## src/rtl/warp_fetch_unit_if.sv

```systemverilog
// rtl/warp_fetch_unit_if.sv - scheduler/I-cache/decode bundle for warp_fetch_unit
// master: environment side; slave: the fetch unit.
interface warp_fetch_unit_if #(
  parameter int NUM_WARPS = 8,
  parameter int NUM_PORTS = 2,
  parameter int PC_W      = 32,
  parameter int INSTR_W   = 32,
  parameter int IMEM_AW   = 10
);
  logic [NUM_WARPS*PC_W-1:0]      pc_flat;
  logic [NUM_WARPS-1:0]           pc_valid;
  logic [NUM_PORTS*NUM_WARPS-1:0] grant;
  logic [NUM_WARPS-1:0]           flush;
  logic [NUM_PORTS-1:0]           grant_ack;
  logic [NUM_PORTS-1:0]           port_busy;
  logic [NUM_PORTS-1:0]           imem_req;
  logic [NUM_PORTS*IMEM_AW-1:0]   imem_addr;
  logic [NUM_PORTS*INSTR_W-1:0]   imem_rdata;
  logic [NUM_PORTS-1:0]           out_valid;
  logic [NUM_PORTS-1:0]           out_ready;
  logic [NUM_PORTS*INSTR_W-1:0]   out_instr;
  logic [NUM_PORTS*NUM_WARPS-1:0] out_warp;
  logic [NUM_PORTS*PC_W-1:0]      out_pc_plus4;
  logic [NUM_PORTS*32-1:0]        perf_fetch_cnt;
  logic [NUM_PORTS*32-1:0]        perf_kill_cnt;

  modport master (
    output pc_flat, pc_valid, grant, flush, imem_rdata, out_ready,
    input  grant_ack, port_busy, imem_req, imem_addr, out_valid, out_instr,
           out_warp, out_pc_plus4, perf_fetch_cnt, perf_kill_cnt
  );

  modport slave (
    input  pc_flat, pc_valid, grant, flush, imem_rdata, out_ready,
    output grant_ack, port_busy, imem_req, imem_addr, out_valid, out_instr,
           out_warp, out_pc_plus4, perf_fetch_cnt, perf_kill_cnt
  );
endinterface

```

## src/rtl/warp_fetch_unit.sv

```systemverilog
// rtl/warp_fetch_unit.sv - multi-port warp fetch: one-hot grant, fixed-latency I-cache, skid FIFO, per-warp flush
// Optional performance counters are built when WARP_FETCH_PERF_EN is defined.
module warp_fetch_unit #(
  parameter int NUM_WARPS  = 8,
  parameter int NUM_PORTS  = 2,
  parameter int PC_W       = 32,
  parameter int INSTR_W    = 32,
  parameter int IMEM_AW    = 10,
  parameter int MEM_LAT    = 2,
  parameter int SKID_DEPTH = 4
) (
  input logic              clk,
  input logic              rst_n,
  warp_fetch_unit_if.slave fetch_io
);
  localparam int PTR_W = $clog2(SKID_DEPTH);
  localparam int CNT_W = $clog2(SKID_DEPTH + 1);
  localparam int LAST  = MEM_LAT - 1;

  for (genvar p = 0; p < NUM_PORTS; p++) begin : g_port
    logic [NUM_WARPS-1:0] grant_w;
    logic [PC_W-1:0]      sel_pc;
    logic                 one_hot;
    logic                 eligible;
    logic                 busy;
    logic                 ack;
    logic [CNT_W-1:0]     inflight;
    logic [CNT_W:0]       occ;

    logic                 pipe_vld_q  [MEM_LAT];
    logic                 pipe_live_q [MEM_LAT];
    logic [NUM_WARPS-1:0] pipe_warp_q [MEM_LAT];
    logic [PC_W-1:0]      pipe_pc4_q  [MEM_LAT];

    logic                 mem_live_q  [SKID_DEPTH];
    logic [NUM_WARPS-1:0] mem_warp_q  [SKID_DEPTH];
    logic [PC_W-1:0]      mem_pc4_q   [SKID_DEPTH];
    logic [INSTR_W-1:0]   mem_instr_q [SKID_DEPTH];
    logic [PTR_W-1:0]     wr_ptr_q, wr_ptr_d, rd_ptr_q, rd_ptr_d;
    logic [CNT_W-1:0]     count_q, count_d;

    logic push, push_live, pop, head_live, nonempty, valid;

    assign grant_w  = fetch_io.grant[p*NUM_WARPS +: NUM_WARPS];
    assign one_hot  = (grant_w != '0) && ((grant_w & (grant_w - NUM_WARPS'(1))) == '0);
    assign eligible = |(grant_w & fetch_io.pc_valid & ~fetch_io.flush);

    // OR-mux is exact whenever the grant is one-hot, which is the only case it is used.
    always_comb begin
      sel_pc = '0;
      for (int w = 0; w < NUM_WARPS; w++)
        if (grant_w[w]) sel_pc = sel_pc | fetch_io.pc_flat[w*PC_W +: PC_W];
    end

    always_comb begin
      inflight = '0;
      for (int k = 0; k < MEM_LAT; k++) inflight = inflight + CNT_W'(pipe_vld_q[k]);
    end

    // Credit check ignores a same-cycle pop so busy never depends on out_ready.
    assign occ  = {1'b0, count_q} + {1'b0, inflight} + (CNT_W+1)'(1);
    assign busy = occ > (CNT_W+1)'(SKID_DEPTH);
    assign ack  = one_hot && eligible && !busy;

    assign fetch_io.grant_ack[p]                   = ack;
    assign fetch_io.port_busy[p]                   = busy;
    assign fetch_io.imem_req[p]                    = ack;
    assign fetch_io.imem_addr[p*IMEM_AW +: IMEM_AW] = sel_pc[IMEM_AW+1:2];

    always_ff @(posedge clk or negedge rst_n) begin
      if (!rst_n) begin
        for (int k = 0; k < MEM_LAT; k++) begin
          pipe_vld_q[k]  <= 1'b0;
          pipe_live_q[k] <= 1'b0;
          pipe_warp_q[k] <= '0;
          pipe_pc4_q[k]  <= '0;
        end
      end else begin
        pipe_vld_q[0]  <= ack;
        pipe_live_q[0] <= ack;
        pipe_warp_q[0] <= grant_w;
        pipe_pc4_q[0]  <= sel_pc + PC_W'(4);
        for (int k = 1; k < MEM_LAT; k++) begin
          pipe_vld_q[k]  <= pipe_vld_q[k-1];
          pipe_live_q[k] <= pipe_live_q[k-1] && !(|(pipe_warp_q[k-1] & fetch_io.flush));
          pipe_warp_q[k] <= pipe_warp_q[k-1];
          pipe_pc4_q[k]  <= pipe_pc4_q[k-1];
        end
      end
    end

    assign push      = pipe_vld_q[LAST];
    assign push_live = pipe_live_q[LAST] && !(|(pipe_warp_q[LAST] & fetch_io.flush));
    assign nonempty  = count_q != '0;
    assign head_live = mem_live_q[rd_ptr_q];
    assign valid     = nonempty && head_live;
    assign pop       = nonempty && (!head_live || fetch_io.out_ready[p]);

    assign wr_ptr_d = push ? wr_ptr_q + PTR_W'(1) : wr_ptr_q;
    assign rd_ptr_d = pop  ? rd_ptr_q + PTR_W'(1) : rd_ptr_q;
    assign count_d  = count_q + CNT_W'(push) - CNT_W'(pop);

    always_ff @(posedge clk or negedge rst_n) begin
      if (!rst_n) begin
        for (int i = 0; i < SKID_DEPTH; i++) begin
          mem_live_q[i]  <= 1'b0;
          mem_warp_q[i]  <= '0;
          mem_pc4_q[i]   <= '0;
          mem_instr_q[i] <= '0;
        end
        wr_ptr_q <= '0;
        rd_ptr_q <= '0;
        count_q  <= '0;
      end else begin
        for (int i = 0; i < SKID_DEPTH; i++)
          if (|(mem_warp_q[i] & fetch_io.flush)) mem_live_q[i] <= 1'b0;
        if (push) begin
          mem_live_q[wr_ptr_q]  <= push_live;
          mem_warp_q[wr_ptr_q]  <= pipe_warp_q[LAST];
          mem_pc4_q[wr_ptr_q]   <= pipe_pc4_q[LAST];
          mem_instr_q[wr_ptr_q] <= fetch_io.imem_rdata[p*INSTR_W +: INSTR_W];
        end
        wr_ptr_q <= wr_ptr_d;
        rd_ptr_q <= rd_ptr_d;
        count_q  <= count_d;
      end
    end

    assign fetch_io.out_valid[p]                        = valid;
    assign fetch_io.out_instr[p*INSTR_W +: INSTR_W]      = valid ? mem_instr_q[rd_ptr_q] : '0;
    assign fetch_io.out_warp[p*NUM_WARPS +: NUM_WARPS]   = valid ? mem_warp_q[rd_ptr_q] : '0;
    assign fetch_io.out_pc_plus4[p*PC_W +: PC_W]         = valid ? mem_pc4_q[rd_ptr_q] : '0;

`ifdef WARP_FETCH_PERF_EN
    logic [31:0] fetch_cnt_q, fetch_cnt_d, kill_cnt_q, kill_cnt_d;
    assign fetch_cnt_d = fetch_cnt_q + 32'(ack);
    assign kill_cnt_d  = kill_cnt_q + 32'(pop && !head_live);
    always_ff @(posedge clk or negedge rst_n) begin
      if (!rst_n) begin
        fetch_cnt_q <= '0;
        kill_cnt_q  <= '0;
      end else begin
        fetch_cnt_q <= fetch_cnt_d;
        kill_cnt_q  <= kill_cnt_d;
      end
    end
    assign fetch_io.perf_fetch_cnt[p*32 +: 32] = fetch_cnt_q;
    assign fetch_io.perf_kill_cnt[p*32 +: 32]  = kill_cnt_q;
`else
    assign fetch_io.perf_fetch_cnt[p*32 +: 32] = '0;
    assign fetch_io.perf_kill_cnt[p*32 +: 32]  = '0;
`endif
  end
endmodule

```

## src/flat_wrapper.sv

```systemverilog
// flat-port wrapper written by rule: the top's interface ports become plain ports
module warp_fetch_unit_flat 
#(
  parameter int NUM_WARPS  = 8,
  parameter int NUM_PORTS  = 2,
  parameter int PC_W       = 32,
  parameter int INSTR_W    = 32,
  parameter int IMEM_AW    = 10,
  parameter int MEM_LAT    = 2,
  parameter int SKID_DEPTH = 4
)
  (clk, rst_n, fetch_io_pc_flat, fetch_io_pc_valid, fetch_io_grant, fetch_io_flush, fetch_io_imem_rdata, fetch_io_out_ready, fetch_io_grant_ack, fetch_io_port_busy, fetch_io_imem_req, fetch_io_imem_addr, fetch_io_out_valid, fetch_io_out_instr, fetch_io_out_warp, fetch_io_out_pc_plus4, fetch_io_perf_fetch_cnt, fetch_io_perf_kill_cnt);
  warp_fetch_unit_if #(.NUM_WARPS(NUM_WARPS), .NUM_PORTS(NUM_PORTS), .PC_W(PC_W), .INSTR_W(INSTR_W), .IMEM_AW(IMEM_AW)) fetch_io_i ();
  input logic clk;
  input logic rst_n;
  input wire logic [$bits(fetch_io_i.pc_flat)-1:0] fetch_io_pc_flat;
  input wire logic [$bits(fetch_io_i.pc_valid)-1:0] fetch_io_pc_valid;
  input wire logic [$bits(fetch_io_i.grant)-1:0] fetch_io_grant;
  input wire logic [$bits(fetch_io_i.flush)-1:0] fetch_io_flush;
  input wire logic [$bits(fetch_io_i.imem_rdata)-1:0] fetch_io_imem_rdata;
  input wire logic [$bits(fetch_io_i.out_ready)-1:0] fetch_io_out_ready;
  output wire logic [$bits(fetch_io_i.grant_ack)-1:0] fetch_io_grant_ack;
  output wire logic [$bits(fetch_io_i.port_busy)-1:0] fetch_io_port_busy;
  output wire logic [$bits(fetch_io_i.imem_req)-1:0] fetch_io_imem_req;
  output wire logic [$bits(fetch_io_i.imem_addr)-1:0] fetch_io_imem_addr;
  output wire logic [$bits(fetch_io_i.out_valid)-1:0] fetch_io_out_valid;
  output wire logic [$bits(fetch_io_i.out_instr)-1:0] fetch_io_out_instr;
  output wire logic [$bits(fetch_io_i.out_warp)-1:0] fetch_io_out_warp;
  output wire logic [$bits(fetch_io_i.out_pc_plus4)-1:0] fetch_io_out_pc_plus4;
  output wire logic [$bits(fetch_io_i.perf_fetch_cnt)-1:0] fetch_io_perf_fetch_cnt;
  output wire logic [$bits(fetch_io_i.perf_kill_cnt)-1:0] fetch_io_perf_kill_cnt;
  assign fetch_io_i.pc_flat = fetch_io_pc_flat;
  assign fetch_io_i.pc_valid = fetch_io_pc_valid;
  assign fetch_io_i.grant = fetch_io_grant;
  assign fetch_io_i.flush = fetch_io_flush;
  assign fetch_io_i.imem_rdata = fetch_io_imem_rdata;
  assign fetch_io_i.out_ready = fetch_io_out_ready;
  assign fetch_io_grant_ack = fetch_io_i.grant_ack;
  assign fetch_io_port_busy = fetch_io_i.port_busy;
  assign fetch_io_imem_req = fetch_io_i.imem_req;
  assign fetch_io_imem_addr = fetch_io_i.imem_addr;
  assign fetch_io_out_valid = fetch_io_i.out_valid;
  assign fetch_io_out_instr = fetch_io_i.out_instr;
  assign fetch_io_out_warp = fetch_io_i.out_warp;
  assign fetch_io_out_pc_plus4 = fetch_io_i.out_pc_plus4;
  assign fetch_io_perf_fetch_cnt = fetch_io_i.perf_fetch_cnt;
  assign fetch_io_perf_kill_cnt = fetch_io_i.perf_kill_cnt;
  warp_fetch_unit #(.NUM_WARPS(NUM_WARPS), .NUM_PORTS(NUM_PORTS), .PC_W(PC_W), .INSTR_W(INSTR_W), .IMEM_AW(IMEM_AW), .MEM_LAT(MEM_LAT), .SKID_DEPTH(SKID_DEPTH)) u_core (.clk(clk), .rst_n(rst_n), .fetch_io(fetch_io_i));
endmodule
```

## config.mk

```make
export PLATFORM = sky130hd
export DESIGN_NAME = warp_fetch_unit_flat
export DESIGN_NICKNAME = d
export VERILOG_FILES = /design/src/rtl/warp_fetch_unit_if.sv /design/src/rtl/warp_fetch_unit.sv /design/src/flat_wrapper.sv
export SDC_FILE = /design/constraint.sdc
export NUM_CORES = 1
export LEC_CHECK = 0
export CAP_MARGIN = 20
export CORE_MARGIN = 5
export CORE_UTILIZATION = 35
export CTS_CLUSTER_DIAMETER = 150
export CTS_CLUSTER_SIZE = 14
export DETAILED_ROUTE_END_ITERATION = 12
export GPL_TIMING_DRIVEN = 0
export MAX_ROUTING_LAYER = met4
export PLACE_DENSITY = 0.65
export RECOVER_POWER = 25
export SLEW_MARGIN = 40
export SYNTH_ARGS = -nofsm -noshare
export SYNTH_HDL_FRONTEND = slang
export SYNTH_SLANG_ARGS = --single-unit
```

## constraint.sdc

```tcl
create_clock -name clk -period 6 [get_ports clk]
set_input_delay 1.8 -clock clk [delete_from_list [all_inputs] [get_ports clk]]
set_output_delay 1.8 -clock clk [all_outputs]
set_load 0.005 [all_outputs]
```

* Word-level counts from Yosys, hierarchy flattened
Index checks and enable logic that the tools add are counted.
** Word-level totals
- Flip-flop bits (word level) :: 764
- Output and inout port bits :: 300
- Logic and storage cells :: 237
- Bits of input ports :: 356
** Operators by class
- Reduce and logical (&&, ||, !) cells :: 46
- Bitwise logic cells :: 37
- Muxes and demuxes :: 76
- $lt $le $gt $ge :: 8
- Add/sub/neg operators :: 18
** Operators with widths (count)
- 32-bit two-way mux :: 30
- 128-bit bitwise mux :: 4
- 32-bit bitwise OR :: 14
- 32-bit binary-select mux with 2-bit select :: 4
- 8-bit AND :: 18
- 32-bit demux with 2-bit select :: 2
- 8-bit OR reduction :: 14
- 32-bit by 3-bit adder with 32-bit output, second input constant :: 2
- 32-bit bitwise mux :: 2
- 8-bit two-way mux :: 8
- 8-bit binary-select mux with 2-bit select :: 2
- 8-bit demux with 2-bit select :: 2
- 1-bit logical AND :: 16
- 8-bit logical NOT :: 2
- 8-bit nonzero test :: 2
- 8-bit by 1-bit subtractor with 8-bit output, second input constant :: 2
- 1-bit two-way mux :: 14
- 3-bit greater-or-equal comparator, second input constant :: 4
- 2-bit inverter with 3-bit output :: 4
- 2-bit by 1-bit adder with 2-bit output, second input constant :: 4
- 3-bit by 3-bit adder with 4-bit output :: 2
- 4-bit by 1-bit adder with 4-bit output, second input constant :: 2
- 4-bit bitwise mux :: 2
- 4-bit by 3-bit greater-than comparator with 1-bit output, second input constant :: 2
- other kinds (11) :: 27

* Depth between registers and ports, before layout
Gate-level depths: netlist of run 1.
- Depth after elaboration :: 16
- Gate-level depth with buffers :: 11
- Mapped depth without buffers :: 10

* Worst setup path before layout of run 1
Ideal clock, no wire load.
- Path kind :: input -> output
- From :: input port fetch_io_grant[4]
- To :: output port fetch_io_grant_ack[0]
- Path buffers :: 3
- Slack :: 0.883 ns
- Data required time :: 4.200 ns
- Stages on the path :: 9
- Arrival time :: 3.317 ns
- Path through :: buf_4 buf_6 or4_4 nor3_2 nor3_2 a21oi_1 o21ai_1 and3_1 buf_4
** Between the ends
- Cells in the longest elaborated chain, start to end :: 6
- Elaborated cells on any way between the ends :: 10
- Those cells by class :: add/sub: 1; bitwise: 3; reduce/logical: 6
** Ends and longest elaborated chain
- start, declared :: line flat_wrapper.sv:18 : input wire logic [$bits(fetch_io_i.grant)-1:0] fetch_io_grant;
- 8-bit by 1-bit subtractor with 8-bit output :: line warp_fetch_unit.sv:45 : assign one_hot = (grant_w != '0) && ((grant_w & (grant_w - NUM_WARPS'(1))) == '0);
- 8-bit AND :: line warp_fetch_unit.sv:45
- 8-bit logical NOT :: line warp_fetch_unit.sv:45
- 1-bit logical AND :: line warp_fetch_unit.sv:45
- 1-bit logical AND (*) (2 in a row) :: line warp_fetch_unit.sv:63 : assign ack = one_hot && eligible && !busy;
- end, declared :: line flat_wrapper.sv:22 : output wire logic [$bits(fetch_io_i.grant_ack)-1:0] fetch_io_grant_ack;
Mark *: on every way between the ends. The rest lies on a longest branch, timed or not.

* Worst setup path after layout of run 1
- From :: input port fetch_io_grant[7]
- To :: output port fetch_io_imem_req[0]
** Between the ends
- Cells in the longest elaborated chain, start to end :: 6
- Elaborated cells on any way between the ends :: 10
- Those cells by class :: add/sub: 1; bitwise: 3; reduce/logical: 6
** Ends and longest elaborated chain
- 8-bit by 1-bit subtractor with 8-bit output :: line warp_fetch_unit.sv:45
- 8-bit AND :: line warp_fetch_unit.sv:45
- 8-bit logical NOT :: line warp_fetch_unit.sv:45
- 1-bit logical AND :: line warp_fetch_unit.sv:45
- 1-bit logical AND (*) (2 in a row) :: line warp_fetch_unit.sv:63
- end, declared :: line flat_wrapper.sv:24 : output wire logic [$bits(fetch_io_i.imem_req)-1:0] fetch_io_imem_req;
Marked as above.

==> metrics.txt, run 1 <==
ranking of synthesized cells by area=dfrtp_1 52%, mux2_2 18%, mux4_2 8.9%; Pre-antenna DRT Iters=5; Layout Nets=3,755; average wire per standard cell=27.6 µm; CP arrival=4120 ps; global-route wire length before repair=190 mm; Max Slew Vio Count=98; CP Class=in -> out; root buffer cell=clkbuf_16; post-route cell area=46,400 µm²; worst reg2reg startpoint=u_core.g_port[1].rd_ptr_q[0]; Max Buffers Root-to-Sink=3; area fraction in compound gates after synthesis=6.78%; Worst R2R Path Depth=9; GR Overflow Total=0; CTS H-tree lvls=2; power density over cell area=317 nW/µm²; crit path max fanout=10; syn avg cell area=14.0 µm²; Starting DRT DRC Count=2,115; slew margin rel.=-81.1%; status=complete, but fails checks; Routed Antenna Nets=0; global placer's final weighted congestion=0.923; area grow syn2layout=25.3%; Worst Path Required=4200 ps; Fin. Hold Viols=0; DIE WIDTH=335 µm; Ports=656; drt drc=0; fmax=169 MHz; Leak=20.0 nW; largest net degree at the start of global routing=109; Vias per Instance=5.40; row cnt=119; failing checks=max-capacitance violations, max-slew violations; Yosys reg bits=764; mux share of post-synthesis cell area=26.4%; xor and xnor fraction of the mapped netlist area=1.44%; Yosys top cell by area=dfrtp_1; max cap viols=1; Worst Hold Depth=0; peak supply drop=0.216 mV; Post-synth EDFFs=0; Clk Latency, worst-skew pair=650 ps; min cycle time layout=5920 ps; Post-Synth Simple-Gate Area=6.72%; Slew @ Worst Pin=2720 ps; multi-input logic area=16,200 µm²; CTS tree=yes; Worst setup SP type=primary input; hold path startpoint=u_core.g_port[0].pipe_pc4_q[53]; Layout fillers=9,606; vias=25,900; Initial Util=35.2%; FF-to-FF End=u_core.g_port[1].count_q[2]; RSZ-0062 raised after global routing=false; register area=19,100 µm²; Synthesis Warnings=0; core area=105,000 µm²; Tot GR Track Use=23.5%; CP endpoint kind=output pin; # hold bufs at CTS=0; synthesized area=37,100 µm²; CTS clk-pin slew, worst paths=70 ps; Routed Wire Length=132 mm; Port Buf Inserts=527; vias in the first global route=27,400; WHS Endpoint=u_core.g_port[0].pipe_pc4_q[21]; CTS sink count=764; Most used DFF post-synth=dfrtp_1; die height=335 µm; final period utilization=98.6%; Min-Delay Path Class=reg -> reg; sequential area share after synthesis=51.6%; HPWL Detailed=101 mm; layout cell share with drive strength beyond 1=32.9%; DIE AREA=112,000 µm²; initial antenna violation count=25; synth unique cells=52; Synth Instances=2,656; combinational family with the most area after synthesis=multiplexers; clk_skew=44.6 ps; placed cell area=44,800 µm²; FFs w/ async S/R, synth=100%; Yosys top cell area share=51.6%; total CTS buffers=60; internal reg-to-reg setup slack=3240 ps; setup TNS=0 ps; final setup fails=0; Synth Area in Adders=0.945%
[per-layer routing]
layer  GRT usage, %  part of all wire, %  wire length, µm
met5              -                    0                0
met4           7.72                  3.7             4890
met3           6.41                  9.1            12000
met2           35.8                   46            60100
met1           30.7                   42            55100
[where the power goes]
group	total, mW	internal, mW	switching (mW)
clock	3.60	1.79	1.81
combinational	4.28	2.39	1.89
sequential	6.81	6.21	0.603
total	14.7	10.4	4.30
[cell usage after synthesis, types with 2 or more instances]
master	count
nand4_2	16
nand4_4	6
nor2_1	16
maj3_1	2
a22oi_1	268
mux2_2	576
a21oi_1	10
a222oi_1	12
inv_1	24
a221oi_1	14
nand3b_1	3
or4_4	2
nor4_4	4
buf_2	76
buf_4	193
a31oi_1	4
fa_1	4
nor3_1	6
and4_1	3
ha_1	20
nand4_1	61
nand3_1	38
nor3b_1	2
o21a_1	2
xor2_1	13
nor2_2	2
and3_1	7
nand2_1	39
and2_1	2
xnor2_1	48
dfrtp_1	764
nor3_2	6
buf_6	9
nand2b_1	4
mux4_2	146
a21o_1	2
a22o_1	6
buf_1	3
clkbuf_1	63
nor2b_1	155
o21ai_0	14
[registers in the layout, summed over array words and instances (netlist names)]
register / count
u_core.g_port.mem_warp_q: 64
u_core.g_port.rd_ptr_q: 4
u_core.g_port.count_q: 6
u_core.g_port.mem_instr_q: 256
u_core.g_port.pipe_live_q: 2
u_core.g_port.push: 2
u_core.g_port.mem_live_q: 8
u_core.g_port.pipe_vld_q: 2
u_core.g_port.mem_pc4_q: 256
u_core.g_port.pipe_pc4_q: 128
u_core.g_port.pipe_warp_q: 32
u_core.g_port.wr_ptr_q: 4
[layout make-up]
cell class,instances,area share (%)
Inverter,25,0.202
Clock inverter,3,0.0997
Timing Repair Buffer,543,11.8
Antenna cell,21,0.113
Clock buffer,62,3.30
Sequential cell,764,41.2
Tap cell,1391,3.75
Multi-Input combinational cell,1650,34.8
Buffer,331,4.71
[worst max-delay path by stage]
stage                                   from                                end  slack, ps  cells after the start
after floorplan            fetch_io_grant[4]              fetch_io_grant_ack[0]        880                      9
after global placement                 rst_n  u_core.g_port[0].mem_instr_q[106]     -31640                      1
after detailed placement  fetch_io_grant[13]               fetch_io_imem_req[1]      -1120                      9
after CTS                  fetch_io_grant[0]              fetch_io_grant_ack[0]         10                     11
after global routing       fetch_io_grant[0]               fetch_io_imem_req[0]         30                     12
final                      fetch_io_grant[7]               fetch_io_imem_req[0]         80                     11
[critical path: stages]
cell             delay (ps)
clkdlybuf4s15_2         320
buf_4                   260
buf_6                   200
buf_6                   190
a22o_1                  210
a221oi_1                250
a31oi_1                 150
and3_4                  180
buf_4                   150
buf_4                   120
dlygate4sd2_1           250
[timing repair]
item	4_1_cts	5_1_grt
pin swaps	4	6
gates resized for setup	112	12
endpoints found under the setup margin	17	3
setup buffers	9	0
[cells in the final DEF, fill, tap and decap left out, types with 6 or more instances in the layout]
| cell | count |
|---|---|
| xor2_1 | 13 |
| nand4_4 | 6 |
| nor2_1 | 16 |
| conb_1 | 128 |
| dlygate4sd3_1 | 18 |
| mux4_2 | 146 |
| o21ai_0 | 13 |
| xnor2_1 | 48 |
| buf_8 | 7 |
| diode_2 | 21 |
| nor3_2 | 7 |
| a22o_1 | 6 |
| clkdlybuf4s50_1 | 488 |
| buf_4 | 194 |
| a21oi_1 | 10 |
| ha_1 | 20 |
| buf_16 | 7 |
| a222oi_1 | 12 |
| nand4_1 | 61 |
| nand3_1 | 38 |
| clkbuf_16 | 61 |
| nor2b_1 | 154 |
| a221oi_1 | 14 |
| nand2_1 | 39 |
| buf_2 | 48 |
| dfrtp_1 | 764 |
| nand4_2 | 16 |
| mux2_2 | 576 |
| clkbuf_1 | 80 |
| a22oi_1 | 268 |
| inv_1 | 24 |
| buf_6 | 20 |
[per-stage QoR]
| stage | setup WS (ps) | total power, mW | util (%) | cells | hold WS [ps] |
|---|---|---|---|---|---|
| 5_1_grt | 33.6 | 15.4 | 44.1 | 4783 | 327 |
| 3_5_place_dp | -1120 | 11.2 | 42.5 | 4708 | 335 |
| 6_report | 82.3 | 14.7 | 44.1 | 4790 | 321 |
| 2_1_floorplan | 883 | 9.67 | - | 2783 | 331 |
| 3_3_place_gp | -31640 | 11.2 | 42.3 | 4701 | 332 |
| 4_1_cts | 11.6 | 14.8 | 44.1 | 4771 | 316 |
[cell families after synthesis]
group,after synthesis
muxes,722
buffers and inverters,369
DFF,764
xor gates and xnor gates,61
AOI/OAI and AO/OA,336
adders and majority gates,26
other,1
and+or+nand+nor,377
Power figures use the tool's default switching activity.
==> inputs of run 2 (changes only) <==
==> constraint.sdc (replaced) <==
create_clock -name clk -period 6 [get_ports clk]
set_input_delay 1.2 -clock clk [delete_from_list [all_inputs] [get_ports clk]]
set_output_delay 1.2 -clock clk [all_outputs]
set_load 0.005 [all_outputs]
==> metrics.txt, run 2 (synthesis results as in run 1) <==
drt drc=0 (unchanged); average wire per standard cell=27.7 µm (+0.32%); vias in the first global route=27,400 (-0.091%); clock power share=24.6% (about the same); DIE WIDTH=335 µm (unchanged); die height=335 µm (unchanged); Fin. Hold Viols=0 (unchanged); Max Buffers Root-to-Sink=3 (unchanged); Switching Share=29.3% (+0.030 points); WHS Endpoint=u_core.g_port[1].pipe_pc4_q[20]; HPWL Detailed=101 mm (unchanged); global-route wire length before repair=190 mm (+0.42%); WHS=320 ps (-1.15 ps); CTS tree=yes; largest net degree at the start of global routing=109 (unchanged); Port Buf Inserts=527 (unchanged); Slew @ Worst Pin=2590 ps (-127 ps); clk_skew=43.5 ps (-1.12 ps); Placed Cells=4,708 (unchanged); Min-Delay Path Class=reg -> reg; DIE AREA=112,000 µm² (unchanged); # hold bufs at CTS=0 (unchanged); peak supply drop=0.216 mV (+0.10%); Worst setup SP type=primary input; Max Slew Vio Count=295 (+200%); total CTS buffers=60 (unchanged); worst reg2reg startpoint=u_core.g_port[1].rd_ptr_q[0]; Worst Hold Depth=0 (unchanged); CTS clk-pin slew, worst paths=60 ps (about the same); final cell count without fillers=4,792 (+0.042%); area grow syn2layout=25.0%; Design Power=14.7 mW (about the same); CTS sink count=764 (unchanged); power density over cell area=317 nW/µm² (+0.20%); postcts setup bufs=0 (-9); Starting DRT DRC Count=2,259 (+6.8%); switching power=4.30 mW (about the same); row cnt=119 (unchanged); CTS H-tree lvls=2 (unchanged); failing checks=max-capacitance violations, max-slew violations; multi-input logic area=16,100 µm² (-0.11%); layout cell share with drive strength beyond 1=33.0% (+0.089 points); Worst Path Required=4800 ps (+600 ps); internal reg-to-reg setup slack=3260 ps (+20 ps); GR Overflow Total=0 (unchanged); Layout fillers=9,611 (+0.052%); commonest non-fill, non-tap cell in the layout=dfrtp_1; crit path max fanout=10 (unchanged); most frequent cells in the layout=764 x dfrtp_1, 576 x mux2_2, 516 x clkdlybuf4s50_1, 268 x a22oi_1, 193 x buf_4; hold path startpoint=u_core.g_port[1].pipe_pc4_q[52]; Tot GR Track Use=23.6% (+0.14 points); Largest regs=u_core.g_port.mem_instr_q (256), u_core.g_port.mem_pc4_q (256), u_core.g_port.pipe_pc4_q (128); CP startpoint=fetch_io_grant[12]; max cap viols=3 (+2); Initial Util=35.2% (unchanged); final period utilization=99.7% (+1.1 points); Worst R2R Path Depth=9 (unchanged); Clk Latency, worst-skew pair=650 ps (about the same); Leak=20.0 nW (-0.33%); Pint=10.4 mW (about the same); CP Class=in -> out; Ports=656 (unchanged); min cycle time layout=5980 ps (+66.1 ps); fmax=167 MHz (-1.1%); Routed Antenna Nets=0 (unchanged); Pre-antenna DRT Iters=9 (+4); Vias per Instance=5.40 (about the same); status=complete, but fails checks; register area=19,100 µm² (unchanged); combinational share of power=29.1% (about the same); global placer's final weighted congestion=0.923 (unchanged); CP endpoint kind=output pin; Layout Nets=3,758 (+0.080%); root buffer cell=clkbuf_16; vias=25,900 (+0.031%); core area=105,000 µm² (unchanged); final setup fails=0 (unchanged); initial antenna violation count=24 (-4.0%); Routed Wire Length=133 mm (+0.36%); FF-to-FF End=u_core.g_port[1].count_q[2]; CP arrival=4780 ps (+660 ps); slew margin rel.=-72.6% (+8.4 points); Seq pwr share=46.3% (about the same)
[run 2: per-layer routing]
| metal | track usage (%) | vias to the layer above | wire (µm) |
|---|---|---|---|
| met3 | 6.91 | 268 | 13100 |
| met4 | 7.88 | 0 | 4990 |
| li1 | - | 11100 | - |
| met5 | - | - | 0 |
| met1 | 30.6 | 13300 | 54100 |
| met2 | 35.9 | 1272 | 60400 |
[run 2: layout make-up]
| type | instances | area share, % |
|---|---|---|
| Sequential cell | 764 | 41.3 |
| Multi-Input combinational cell | 1650 | 34.8 |
| Timing Repair Buffer | 534 | 11.7 |
| Buffer | 343 | 4.72 |
| Tap cell | 1391 | 3.76 |
| Clock buffer | 62 | 3.30 |
| Inverter | 25 | 0.203 |
| Antenna cell | 20 | 0.108 |
| Clock inverter | 3 | 0.0999 |
[run 2: what timing repair did]
item / in CTS / in global routing
endpoints found under the setup margin: 0 / 2
endpoints found under the hold margin: 0 / 0
gates resized for setup: 0 / 2
[run 2: worst max-delay path by stage]
stage / end / slack, ps
5_1_grt: fetch_io_grant_ack[1] / -3
6_report: fetch_io_imem_req[1] / 20
3_5_place_dp: fetch_io_imem_req[1] / 80
2_1_floorplan: fetch_io_grant_ack[0] / 2080
4_1_cts: fetch_io_imem_req[1] / 40
3_3_place_gp: u_core.g_port[0].mem_instr_q[106] / -31040
[run 2: metrics by stage]
step	area, µm²	utilization, %	TNS [ps]	setup WS, ps
after global routing	46300	44.0	-3.42	-3.42
after CTS	46300	44.0	0	38.2
after detailed placement	44800	42.5	0	82.1
after floorplan	37500	-	0	2080
after global placement	44500	42.3	-	-31040
final	46300	44.0	0	16.2
[run 2: power groups by stage]
stage	combinational [mW]	sequential, mW	clock, mW
after global routing	4.59	6.93	3.90
after floorplan	3.01	6.66	0
after CTS	4.33	6.80	3.71
final	4.27	6.81	3.61
after global placement	4.24	6.91	0
after detailed placement	4.31	6.89	0
[run 2: worst max-delay path, stage by stage]
cell and delay, ps:
dlygate4sd3_1 880, buf_4 310, buf_2 450, buf_2 450, a221oi_1 160, a31oi_1 250, and3_1 380, buf_4 170
clkdlybuf4s50_1 480
==> inputs of run 3 (changes only) <==
--- a/config.mk
+++ b/config.mk
@@ -19,3 +19,4 @@
 export SYNTH_ARGS = -nofsm -noshare
 export SYNTH_HDL_FRONTEND = slang
 export SYNTH_SLANG_ARGS = --single-unit
+export TNS_END_PERCENT = 10
==> results of run 3 <==
No change in the layout: final DEF, timing and power equal those of run 2.
